--- src/rtl/max_search_ctrl.sv ---
`default_nettype none
// ============================================================================
//  Module   : max_search_ctrl
//  Brief    : Streams COUNT unsigned elements over valid/ready and finds the
//             maximum, the index of its first occurrence and the number of
//             strict improvements, using one time-shared "A > B" comparator.
//  Revision : 1.0 - initial release
// ============================================================================
module max_search_ctrl #(
    parameter  int WIDTH = 3,
    parameter  int COUNT = 8,
    localparam int IW    = $clog2(COUNT)
) (
    input  logic             clk,
    input  logic             rst,
    input  logic             start,
    input  logic             in_valid,
    input  logic [WIDTH-1:0] in_data,
    output logic             in_ready,
    output logic             busy,
    output logic             done,
    output logic [WIDTH-1:0] max_out,
    output logic [IW-1:0]    max_idx,
    output logic [IW-1:0]    gt_count
);

    localparam logic [1:0] c_IDLE = 2'd0;
    localparam logic [1:0] c_LOAD = 2'd1;
    localparam logic [1:0] c_CMP  = 2'd2;
    localparam logic [1:0] c_DONE = 2'd3;

    // Index of the final element; its transfer closes the run.
    localparam logic [IW-1:0] c_LAST = IW'(COUNT - 1);

    logic [1:0]       state_q, state_d;
    logic [IW-1:0]    cnt_q,   cnt_d;
    logic [WIDTH-1:0] max_q,   max_d;
    logic [IW-1:0]    idx_q,   idx_d;
    logic [IW-1:0]    gtc_q,   gtc_d;

    logic w_xfer;
    logic w_gt;

    // Moore handshake/status outputs decoded purely from state, so there is
    // no combinational path from in_valid back to in_ready.
    assign in_ready = (state_q == c_LOAD) || (state_q == c_CMP);
    assign busy     = in_ready;
    assign done     = (state_q == c_DONE);
    assign w_xfer   = in_valid && in_ready;

    // The single shared magnitude comparator: strict, unsigned, so ties keep
    // the earliest index.
    assign w_gt     = (in_data > max_q);

    assign max_out  = max_q;
    assign max_idx  = idx_q;
    assign gt_count = gtc_q;

    // Next-state and datapath update logic; everything holds unless a
    // transfer or a state step happens.
    always_comb begin
        state_d = state_q;
        cnt_d   = cnt_q;
        max_d   = max_q;
        idx_d   = idx_q;
        gtc_d   = gtc_q;
        case (state_q)
            c_IDLE: begin
                if (start) begin
                    state_d = c_LOAD;
                    cnt_d   = '0;
                end
            end
            c_LOAD: begin
                if (w_xfer) begin
                    max_d   = in_data;
                    idx_d   = '0;
                    gtc_d   = '0;
                    cnt_d   = IW'(1);
                    state_d = c_CMP;
                end
            end
            c_CMP: begin
                if (w_xfer) begin
                    if (w_gt) begin
                        max_d = in_data;
                        idx_d = cnt_q;
                        gtc_d = gtc_q + IW'(1);
                    end
                    cnt_d = cnt_q + IW'(1);
                    if (cnt_q == c_LAST) begin
                        state_d = c_DONE;
                    end
                end
            end
            c_DONE: begin
                state_d = c_IDLE;
            end
            default: begin
                state_d = c_IDLE;
            end
        endcase
    end

    // State registers; reset overrides everything and discards a partial run.
    always_ff @(posedge clk) begin
        if (rst) begin
            state_q <= c_IDLE;
            cnt_q   <= '0;
            max_q   <= '0;
            idx_q   <= '0;
            gtc_q   <= '0;
        end else begin
            state_q <= state_d;
            cnt_q   <= cnt_d;
            max_q   <= max_d;
            idx_q   <= idx_d;
            gtc_q   <= gtc_d;
        end
    end

endmodule
`default_nettype wire
--- config.mk ---
export PLATFORM = sky130hd
export DESIGN_NAME = max_search_ctrl
export DESIGN_NICKNAME = d
export VERILOG_FILES = /design/src/rtl/max_search_ctrl.sv
export SDC_FILE = /design/constraint.sdc
export NUM_CORES = 1
export LEC_CHECK = 0
export BUFFER_PORTS_ARGS = -buffer_cell sky130_fd_sc_hd__buf_2
export CELL_PAD_IN_SITES_DETAIL_PLACEMENT = 0
export CELL_PAD_IN_SITES_GLOBAL_PLACEMENT = 1
export CORE_ASPECT_RATIO = 1.1
export CORE_MARGIN = 3
export CORE_UTILIZATION = 25
export CTS_CLUSTER_DIAMETER = 120
export DETAILED_ROUTE_END_ITERATION = 7
export GPL_TIMING_DRIVEN = 0
export PLACE_DENSITY_LB_ADDON = 0.1
export SYNTH_ARGS = -nofsm -noshare
export SYNTH_HDL_FRONTEND = slang
export SYNTH_SLANG_ARGS = --single-unit
export TNS_END_PERCENT = 100
--- constraint.sdc ---
create_clock -name clk -period 4 [get_ports clk]
set_input_delay 0.4 -clock clk [delete_from_list [all_inputs] [get_ports clk]]
set_output_delay 0.4 -clock clk [all_outputs]
set_load 0.01 [all_outputs]
## After elaboration in Yosys (flattened, before gate mapping)

Cells that the tools add are included.

- Input bits: 7
- Bits in registers: 14
- Memories: 0
- Bits in latches: 0
- Output and inout port bits: 12
- Bits in read-only memories: 0
- RAM bits: 0

- Bitwise logic cells: 0
- Add/sub/neg operators: 2
- Shift-type cells: 0
- Reduce and logical (&&, ||, !) cells: 8
- Equal/unequal tests: 9
- Multipliers: 0
- Divide/modulo/power cells: 0
- Mux-type cells: 20
- $lt $le $gt $ge: 1

Operator list:

| cell | count |
|---|---|
| 3-bit 2-to-1 mux | 11 |
| 3-bit one-hot mux with 2 select lines | 3 |
| 4-bit AND reduction | 3 |
| 3-bit one-hot mux with 3 select lines | 1 |
| 2-bit 2-to-1 mux | 4 |
| 2-bit inequality test, second input constant | 4 |
| 2-bit one-hot mux with 4 select lines | 1 |
| 3-bit by 1-bit adder with 3-bit output, second input constant | 2 |
| 2-bit equality test, second input constant | 2 |
| 3-bit equality test, second input constant | 1 |
| 3-bit > comparator | 1 |
| 3-bit nonzero test | 1 |
| 2-bit by 1-bit equality test with 1-bit output, second input constant | 1 |
| 2-bit zero test | 1 |
| 2-bit by 1-bit inequality test with 1-bit output, second input constant | 1 |
| 2-bit nonzero test | 1 |
| 1-bit logical AND | 1 |
| 1-bit logical OR | 1 |

## Longest topological paths before layout

Gate-level depths: netlist (run 1).

- Depth after elaboration: 5
- Gate-level depth with buffers: 7
- Gate-level depth less buffers: 6

## Least setup slack after synthesis (run 1)

OpenSTA, ideal clock, no wires.

- Path kind: reg2reg
- From: register state_q[0]
- To: register gtc_q[1] (netlist: gt_count[1])
- Stages on the path, launching flop included: 7
- Setup slack: 2.204 ns
- Setup time: 0.069 ns
- Period minus slack after synthesis: 1.796 ns
- Buffers on the path: 0
- Arrival time: 1.727 ns
- Cells stage by stage: dfxtp_1 inv_1 ha_1 nand2b_1 o2111ai_1 or4_1 o21ai_1

- Longest elaborated chain between the ends: 5
- Elaborated cells between the ends (all ways): 10
- Those cells by class: eq/ne (5); mux (1); reduce/logical (4)

RTL lines:

| element | line | source |
|---|---|---|
| start, declared | 35 | `logic [1:0] state_q, state_d;` |
| start signal, assigned | 108 | `state_q <= c_IDLE;` |
| start signal, assigned | 114 | `state_q <= state_d;` |
| 2-bit by 1-bit equality test with 1-bit output / 2-bit equality test (equally long branches) | 46 | `assign in_ready = (state_q == c_LOAD) \|\| (state_q == c_CMP);` |
| 1-bit logical OR * | 46 |  |
| named net busy | 20 | `output logic busy,` |
| 1-bit logical AND * | 49 | `assign w_xfer = in_valid && in_ready;` |
| 2-bit inequality test (no line) | - |  |
| 4-bit AND reduction (no line) * | - |  |
| end signal, assigned | 118 | `gtc_q <= gtc_d;` |
| end, declared | 39 | `logic [IW-1:0] gtc_q, gtc_d;` |

The timed path passes the listed nets; every way through them passes the cells marked *.
A chain may end at the register's enable or synchronous reset.

## Worst setup path after layout (run 1)

- From: register state_q[0]
- To: register max_q[0] (netlist: max_out[0])

- Longest elaborated chain between the ends: 5
- Elaborated cells between the ends (all ways): 10
- Those cells by class: eq/ne (5); mux (1); reduce/logical (4)

RTL lines:

| element | line | source |
|---|---|---|
| 2-bit by 1-bit equality test with 1-bit output / 2-bit equality test (equally long branches) | 46, 67 |  |
| 1-bit logical OR | 46 |  |
| 1-bit logical AND | 49 |  |
| 2-bit inequality test (no line) | - |  |
| 4-bit AND reduction (no line) | - |  |
| end signal, assigned | 116 | `max_q <= max_d;` |
| end, declared | 37 | `logic [WIDTH-1:0] max_q, max_d;` |

Several ways; a longest one is shown, not always the timed one.

==> results of run 1 <==
layer usage:
| layer | wire (µm) | track usage | vias up |
|---|---|---|---|
| met5 | 0 | 0 | - |
| met3 | 79 | 0.02294 | 4 |
| met4 | 36 | 0.05570 | 0 |
| li1 | - | - | 401 |
| met2 | 851 | 0.1649 | 15 |
| met1 | 982 | 0.1583 | 337 |
registers in the layout (all words and copies together) (netlist names):
register / flops
cnt_q: 3
gt_count: 3
max_idx: 3
max_out: 3
state_q: 2
worst paths after layout:
kind | slack [ns] | depth (start not counted) | start | endpoint
setup / recovery | 1.95 | 6 | state_q[0] | max_out[0]
hold / removal | 0.37 | 3 | in_data[1] | max_out[1]
setup reg to reg | 1.95 | 6 | state_q[0] | max_out[0]
hold reg to reg | 0.45 | 2 | max_idx[2] | max_idx[2]
cells by family (layout without fill, tap and decap cells):
family | after synthesis | after routing | share of synthesized area
buf+inv | 14 | 36 | 0.06705
mux | 4 | 4 | 0.04665
simple gates | 37 | 37 | 0.2260
compound gates | 20 | 20 | 0.1735
flops | 14 | 14 | 0.3265
fa+ha+maj | 11 | 11 | 0.1603
cell type report:
cell class,instances,area (µm²)
well taps,34,42.54
clock buffers,4,36.28
inverters,10,37.54
multi-input cells,72,520.5
plain buffers,4,20.02
repair buffers,18,90.09
fillers,350,2126
flip-flops and latches,14,280.3
cells in the final DEF, fill, tap and decap left out, types with 2 or more instances in the layout:
cell type,instances
clkbuf_4,3
o21ai_1,4
ha_1,11
o31ai_1,2
or4_1,4
clkbuf_1,2
dfxtp_1,14
o41ai_1,2
mux2i_1,4
o311ai_0,3
o22ai_1,2
and3_1,2
inv_1,9
nand4_1,2
a21oi_1,3
nand2_1,19
buf_2,18
nor2b_1,4
power by group:
| group | switching, mW | internal [mW] | leakage [nW] |
|---|---|---|---|
| Sequential | 0.0173 | 0.158 | 0.113 |
| Clock | 0.0515 | 0.0554 | 0.0210 |
| Combinational | 0.167 | 0.128 | 0.312 |
critical path: stages (launching register included):
cell	delay, ns
dfxtp_1	0.39
inv_1	0.10
ha_1	0.41
nand2b_1	0.15
o2111ai_1	0.25
nor2_2	0.44
mux2i_1	0.24
per-stage QoR:
step | instances | power [mW] | util | cell area, µm² | setup slack (ns)
floorplan | 100 | 0.3973 | - | 858.3 | 2.204
global placement | 152 | 0.4755 | 0.3143 | 991.0 | 1.969
detailed placement | 152 | 0.4783 | 0.3143 | 991.0 | 1.951
CTS | 156 | 0.5872 | 0.3258 | 1027 | 1.920
global route | 156 | 0.6365 | 0.3258 | 1027 | 1.669
finish | 156 | 0.5782 | 0.3258 | 1027 | 1.949
==> summary.txt, run 1 <==
Route
  – TritonRoute pass-1 iters: 4
  – DR DRC count: 0
  – Final WL: 1.949 mm
  – WL/cell: 12.49 µm
  – Routed Antenna Nets: 0
  – Via count: 757
  – Iter 0 DRT Violations: 21
  – Via/cell ratio: 4.853

Synth
  – EDFF count, synth: 0
  – Synth top area cells: dfxtp_1 33%, ha_1 16%, nand2_1 8.3%
  – Syn_nets: 118
  – Post-synth ARST share: 0
  – Synth warn: 0
  – Register area share after synthesis: 0.3265
  – Most numerous cell in the Yosys netlist: nand2_1
  – Seq cells post-synth: 14
  – Average size of a mapped cell: 8.583 µm²
  – Most common library cells after synthesis: 19 x nand2_1, 14 x dfxtp_1, 11 x ha_1
  – Post-Synthesis Cells: 100
  – Top FF cell, synth: dfxtp_1
  – Synth Cell Area: 858.3 µm²
  – Synth cell types: 29
  – Yosys top cell area share: 0.3265
  – Largest area contributor in the netlist: dfxtp_1

STA
  – Slew HR: 0.6831
  – Final Hold Vio Count: 0
  – RSZ-0062 raised after global routing: false
  – Post-route clock period utilization: 0.5126
  – Worst Clk Skew: 0.0006176 ns
  – Pin slew with the least headroom to its limit: 0.4749 ns
  – Max Clock Freq: 0.4877 GHz
  – Fin. max-slew vios: 0
  – Total negative slack: 0 ns
  – Setup Viol. Count Final: 0
  – Hold slack: 0.3660 ns
  – Min Tclk post-route: 2.051 ns

Setup path
  – Required @ worst endpoint: 4.22 ns
  – Crit. End Element: register
  – Critical path type: register to register
  – Worst setup SP type: register
  – Crit path DAT: 2.27 ns
  – Crit Path Max Fanout: 8

Global routing
  – Vias in the first global route: 739
  – Grt total ovfl: 0
  – Pin count of the biggest net entering global routing: 11
  – Initial antenna violation count: 0
  – Global-route wire length before repair: 3.512 mm
  – Tot GR Track Use: 0.1141

Floorplan
  – Core area: 3153 µm²
  – DIE AREA: 4173 µm²
  – Core Rows: 21
  – Die Span X: 61.87 µm
  – Num ports: 19
  – Vert. Die Dim: 67.46 µm
  – Starting density of the core: 0.2722

Finish
  – Final #Nets: 141
  – Layout area overhead: 19.68%
  – Layout cells sized above 1: 0.2213
  – N_diodes: 0

Power
  – PwrDens: 562.9 nW/µm²
  – Leak: 0.4462 nW
  – Worst ir drop on vdd: 0.3267 mV

Clock tree
  – CTS buffer count: 3
  – CTS resizes: 0
  – Max Root-Sink Buffers: 2
  – CTS sink count: 14
  – Cts hold-fix bufs: 0
  – Worst-path clk slew: 0.09 ns
  – Clock insertion delay at the later pin of the skew report: 0.28 ns
  – Post-CTS setup buffers: 0
  – Clock Tree Root: clkbuf_4
  – CTS H-Tree Depth: 1
  – CTS tree: done

Place
  – I/O Buffers: 18
  – Routability Congestion: 0.6664
  – Hpwl dp: 1.550 mm

Outcome
  – Outcome: finished, final reports clean

Min path
  – Worst min path class: primary input to register

Flow run
  – Max-cap violations: 0
Note: power is estimated with default switching activity, not from simulation.
==> run 2, diff against run 1 <==
clock period = 1.8 ns   (was 4 ns; I/O delays follow)
==> summary.txt, run 2 (synthesized netlist as in run 1, its figures left out) <==
Clock tree
  – CTS buffer count: 3 (unchanged)
  – Clock Tree Root: clkbuf_4
  – Max Root-Sink Buffers: 2 (unchanged)
  – CTS H-Tree Depth: 1 (unchanged)
  – Clock insertion delay at the later pin of the skew report: 0.28 ns (about the same)
  – CTS tree: done
  – Worst-path clk slew: 0.09 ns (about the same)
  – Cts hold-fix bufs: 0 (unchanged)
  – CTS sink count: 14 (unchanged)

Setup path
  – Crit path DAT: 1.91 ns (-0.36 ns)
  – Crit-path max cell delay: 0.37 ns (-0.07 ns)
  – Required @ worst endpoint: 1.99 ns (-2.23 ns)
  – Worst setup SP type: register
  – Critical path type: register to register
  – CP top delay family: simple AND/OR/NAND/NOR gates
  – Worst-path cell chain: inv_1 -> ha_2 -> nor2b_1 -> a2bb2oi_2 -> or3_4 -> o41ai_2
  – Crit path buffers/inverters: 1 (unchanged)
  – Slowest CP cell: dfxtp_4
  – Crit Path Max Fanout: 6 (-2)
  – Crit. End Element: register

Global routing
  – Tot GR Track Use: 0.1172 (+0.003063)
  – Vias in the first global route: 754 (+2.0%)
  – Grt total ovfl: 0 (unchanged)
  – Pin count of the biggest net entering global routing: 11 (unchanged)
  – Initial antenna violation count: 0 (unchanged)
  – Global-route wire length before repair: 3.629 mm (+3.3%)

Route
  – TritonRoute pass-1 iters: 4 (unchanged)
  – WL/cell: 13.11 µm (+4.9%)
  – Final WL: 2.045 mm (+4.9%)
  – DR DRC count: 0 (unchanged)
  – Via/cell ratio: 5.019 (+3.4%)
  – Via count: 783 (+3.4%)
  – Iter 0 DRT Violations: 30 (+43%)
  – Routed Antenna Nets: 0 (unchanged)

Power
  – Net Switching: 0.5846 mW (+150%)
  – Combinational share of power: 0.561 (+0.050)
  – Leak: 0.4726 nW (+5.9%)
  – PwrDens: 1310 nW/µm² (+130%)
  – Net Sw Frac: 0.4016 (-0.006783)
  – Worst ir drop on vdd: 0.8427 mV (+160%)
  – Internal power: 0.8710 mW (+150%)
  – Overall power: 1.456 mW (+150%)
  – Flop pwr share: 0.278 (-0.026)
  – Clock share of power: 0.161 (-0.024)

Place
  – Hpwl dp: 1.550 mm (unchanged)
  – I/O Buffers: 18 (unchanged)
  – Routability Congestion: 0.6664 (unchanged)
  – Post-DP Area: 991.0 µm² (unchanged)

Floorplan
  – Core area: 3153 µm² (unchanged)
  – Core Rows: 21 (unchanged)
  – Die Span X: 61.87 µm (unchanged)
  – DIE AREA: 4173 µm² (unchanged)
  – Num ports: 19 (unchanged)
  – Starting density of the core: 0.2722 (unchanged)
  – Vert. Die Dim: 67.46 µm (unchanged)

STA
  – Min Tclk post-route: 1.722 ns (-0.3287 ns)
  – Max Clock Freq: 0.5808 GHz (+19%)
  – RSZ-0062 raised after global routing: true
  – Fin. max-slew vios: 0 (unchanged)
  – Total negative slack: 0 ns (unchanged)
  – Post-route clock period utilization: 0.9566 (+0.4439)
  – Worst Clk Skew: 0.0006408 ns (+0.00002323 ns)
  – Slew HR: 0.6915 (+0.008423)
  – Pin slew with the least headroom to its limit: 0.4628 ns (-0.01216 ns)
  – Hold slack: 0.1416 ns (-0.2245 ns)
  – Final Hold Vio Count: 0 (unchanged)
  – Setup Viol. Count Final: 0 (unchanged)

Finish
  – Fin util: 0.3524 (+0.02659)
  – Post-route cell area: 1111 µm² (+8.2%)
  – N_diodes: 0 (unchanged)
  – Commonest non-fill, non-tap cells in the layout: 19 x nand2_1, 19 x buf_2, 10 x dfxtp_1
  – Final #Nets: 141 (unchanged)
  – Layout cells sized above 1: 0.3279 (+0.1066)
  – Layout area overhead: 29.45%

Outcome
  – Outcome: finished, final reports clean

Min path
  – Worst min path class: primary input to register

Flow run
  – Max-cap violations: 0 (unchanged)
run 2: worst paths after layout:
check              from          to  slack, ns  cells after the start
max          state_q[0]    cnt_q[2]       0.08                      6
min          in_data[1]  max_out[1]       0.14                      3
max reg2reg  state_q[0]    cnt_q[2]       0.08                      6
min reg2reg  max_idx[2]  max_idx[2]       0.45                      2
run 2: metrics by stage:
stage | cells | worst slack [ns]
3_5_place_dp | 152 | -0.2485
5_1_grt | 156 | -0.01540
3_3_place_gp | 152 | -0.2312
4_1_cts | 156 | 0.006852
6_report | 156 | 0.07820
2_1_floorplan | 100 | 0.003999
run 2: power by group through the flow:
| stage | combinational, mW | clock [mW] | sequential, mW |
|---|---|---|---|
| after global routing | 0.922 | 0.264 | 0.416 |
| final | 0.817 | 0.234 | 0.405 |
| after detailed placement | 0.664 | 0 | 0.399 |
| after CTS | 0.777 | 0.246 | 0.398 |
| after global placement | 0.659 | 0 | 0.397 |
| after floorplan | 0.486 | 0 | 0.397 |
run 2: tightest hold or removal path: cells and delay by family:
kind                   cells  cell delay, ns
buffers and inverters      1            0.11
and+or+nand+nor            1            0.05
muxes                      1            0.06
run 2: routing by layer:
metal	wire length, µm	track usage	vias to the layer above
met3	98	0.02294	4
met4	36	0.05570	0
met2	920	0.1728	21
met1	991	0.1606	356
met5	0	0	-
li1	-	-	402
run 2: cell type report:
type | count | area [µm²]
fillers | 345 | 2042
multi-input cells | 72 | 593.1
flip-flops and latches | 14 | 287.8
repair buffers | 19 | 97.59
well taps | 34 | 42.54
inverters | 10 | 37.54
clock buffers | 4 | 36.28
plain buffers | 3 | 16.27
run 2: what timing repair did:
item                                    CTS  global route
hold endpoints to repair                  0             0
pin swaps                                 0             5
buffers inserted                          0             1
resized for setup                        10            10
endpoints found under the setup margin   11            10
==> run 3, diff against run 2 <==
CORE_UTILIZATION = 35   (was 25)
REMOVE_ABC_BUFFERS = 1   (was not set)
==> summary.txt, run 3 (synthesized netlist as in run 1, its figures left out) <==
Outcome
  – Outcome: finished, final reports clean

Setup path
  – Crit. End Element: register
  – R2r worst-path depth: 6 (unchanged)
  – Crit path DAT: 1.92 ns (about the same)
  – Critical path type: register to register
  – Worst Setup SP: state_q[0]
  – Slowest CP cell: dfxtp_2
  – Crit-path max cell delay: 0.37 ns (about the same)
  – Worst-path cell chain: inv_2 -> ha_4 -> nor2b_1 -> a2bb2oi_2 -> or3_4 -> o41ai_4
  – Critical Path End: cnt_q[2]
  – Reg2Reg Launch Point: state_q[0]
  – Worst setup SP type: register
  – Crit path buffers/inverters: 1 (unchanged)
  – RR Endpoint: cnt_q[2]
  – Critical Path Stages: 6 (unchanged)
  – Required @ worst endpoint: 1.99 ns (about the same)
  – Crit Path Max Fanout: 14 (+8)
  – Register-to-register setup slack: 0.07 ns (about the same)
  – CP top delay family: simple AND/OR/NAND/NOR gates

Clock tree
  – Cts hold-fix bufs: 0 (unchanged)
  – Clock insertion delay at the later pin of the skew report: 0.28 ns (about the same)
  – CTS tree: done
  – Clock Tree Root: clkbuf_4
  – CTS H-Tree Depth: 1 (unchanged)
  – CTS buffer count: 3 (unchanged)
  – Max Root-Sink Buffers: 2 (unchanged)
  – Worst-path clk slew: 0.09 ns (about the same)
  – CTS sink count: 14 (unchanged)

Floorplan
  – Num ports: 19 (unchanged)
  – Core area: 2297 µm² (-27%)
  – Core Rows: 18 (-14%)
  – DIE AREA: 3083 µm² (-26%)
  – Vert. Die Dim: 57.94 µm (-14%)
  – Die Span X: 53.22 µm (-14%)
  – Starting density of the core: 0.3736 (+0.1014)

Min path
  – Worst min path class: primary input to register

Finish
  – Commonest non-fill, non-tap cells in the layout: 19 x nand2_1, 18 x buf_2, 11 x dfxtp_1
  – N_diodes: 0 (unchanged)
  – Layout area overhead: 29.45% (unchanged)
  – Layout cells sized above 1: 0.3277 (about the same)
  – Filler instances: 246 (-29%)
  – Fin util: 0.4837 (+0.1313)
  – Commonest non-fill, non-tap cell in the layout: nand2_1
  – Final #Nets: 139 (-1.4%)

STA
  – Slew HR: 0.6654 (-0.02607)
  – RSZ-0062 raised after global routing: false
  – Pin slew with the least headroom to its limit: 0.4988 ns (+0.03603 ns)
  – Setup Viol. Count Final: 0 (unchanged)
  – Max Clock Freq: 0.5769 GHz (-0.66%)
  – Worst Clk Skew: 0.002599 ns (+0.001958 ns)
  – Post-route clock period utilization: 0.9630 (+0.006404)
  – Final Hold Vio Count: 0 (unchanged)
  – Fin. max-slew vios: 0 (unchanged)
  – Min Tclk post-route: 1.733 ns (+0.01153 ns)

Global routing
  – Pin count of the biggest net entering global routing: 20 (+9)
  – Grt total ovfl: 0 (unchanged)
  – Initial antenna violation count: 0 (unchanged)
  – Vias in the first global route: 706 (-6.4%)
  – Tot GR Track Use: 0.1350 (+0.01781)
  – Global-route wire length before repair: 3.077 mm (-15%)

Route
  – WL/cell: 12.79 µm (-2.4%)
  – DR DRC count: 0 (unchanged)
  – TritonRoute pass-1 iters: 3 (-1)
  – Via/cell ratio: 5.141 (+2.4%)
  – Iter 0 DRT Violations: 3 (-90%)
  – Via count: 766 (-2.2%)
  – Routed Antenna Nets: 0 (unchanged)
  – Final WL: 1.906 mm (-6.8%)

Place
  – I/O Buffers: 18 (unchanged)
  – Routability Congestion: 0.6793 (+1.9%)
  – Hpwl dp: 1.311 mm (-15%)

Power
  – Worst ir drop on vdd: 1.276 mV (+51%)
  – Leak: 0.4780 nW (+1.2%)
  – Overall power: 1.436 mW (-1.4%)
  – PwrDens: 1292 nW/µm² (-1.4%)

Flow run
  – Max-cap violations: 0 (unchanged)
[run 3: cell count changes in the layout (fill, tap and decap cells not counted), sizes merged]
cell    before  now
clkbuf       5    3
buf         21   20
[run 3: how the worst min path moves through the flow]
stage	from	endpoint	slack (ns)	cells past startpoint
after floorplan	rst	cnt_q[1]	0.28	1
after global placement	max_idx[0]	max_idx[0]	0.44	2
after detailed placement	max_idx[0]	max_idx[0]	0.44	2
after CTS	in_data[0]	max_out[0]	0.14	3
after global routing	in_data[0]	max_out[0]	0.17	3
final	in_data[0]	max_out[0]	0.15	3
[run 3: metal layers]
layer / track usage / wire (µm)
met1: 0.1823 / 897
met2: 0.2032 / 893
met3: 0.02571 / 80
met4: 0.06569 / 34
met5: 0 / 0
[run 3: tightest hold or removal path, delay by kind of cell]
kind	cells	cell delay, ns
buffers and inverters	1	0.10
AND/OR/NAND/NOR	1	0.05
multiplexers	1	0.06
[run 3: timing repair]
| action | CTS | global route |
|---|---|---|
| gates resized for setup | 10 | 11 |
| pin swaps | 0 | 5 |
| endpoints found under the setup margin | 13 | 10 |
| setup buffers | 0 | 2 |
[run 3: final cells by class]
| cell class | instances | area, µm² | area share |
|---|---|---|---|
| sequential | 14 | 286.5 | 0.2579 |
| clock buffer | 3 | 22.52 | 0.02027 |
| multi-input combinational | 72 | 621.8 | 0.5597 |
| inverter | 10 | 37.54 | 0.03378 |
| tap | 30 | 37.54 | 0.03378 |
| timing repair buffer | 20 | 105.1 | 0.09459 |
[run 3: power by group]
| part | switching (mW) | internal [mW] | total, mW |
|---|---|---|---|
| Clock | 0.107 | 0.0776 | 0.185 |
| Sequential | 0.0433 | 0.361 | 0.405 |
| Combinational | 0.449 | 0.398 | 0.846 |
[run 3: through the flow]
stage / instance area [µm²] / cells / hold WS (ns) / TNS, ns / setup WS (ns)
after detailed placement: 965.9 / 144 / 0.4421 / -1.825 / -0.2335
final: 1111 / 149 / 0.1475 / 0 / 0.06667
after floorplan: 838.3 / 96 / 0.2815 / -0.2098 / -0.05244
after global routing: 1111 / 149 / 0.1721 / 0 / 0.009250
after global placement: 965.9 / 144 / 0.4353 / -1.460 / -0.1676
after CTS: 1045 / 147 / 0.1430 / 0 / 0.006536
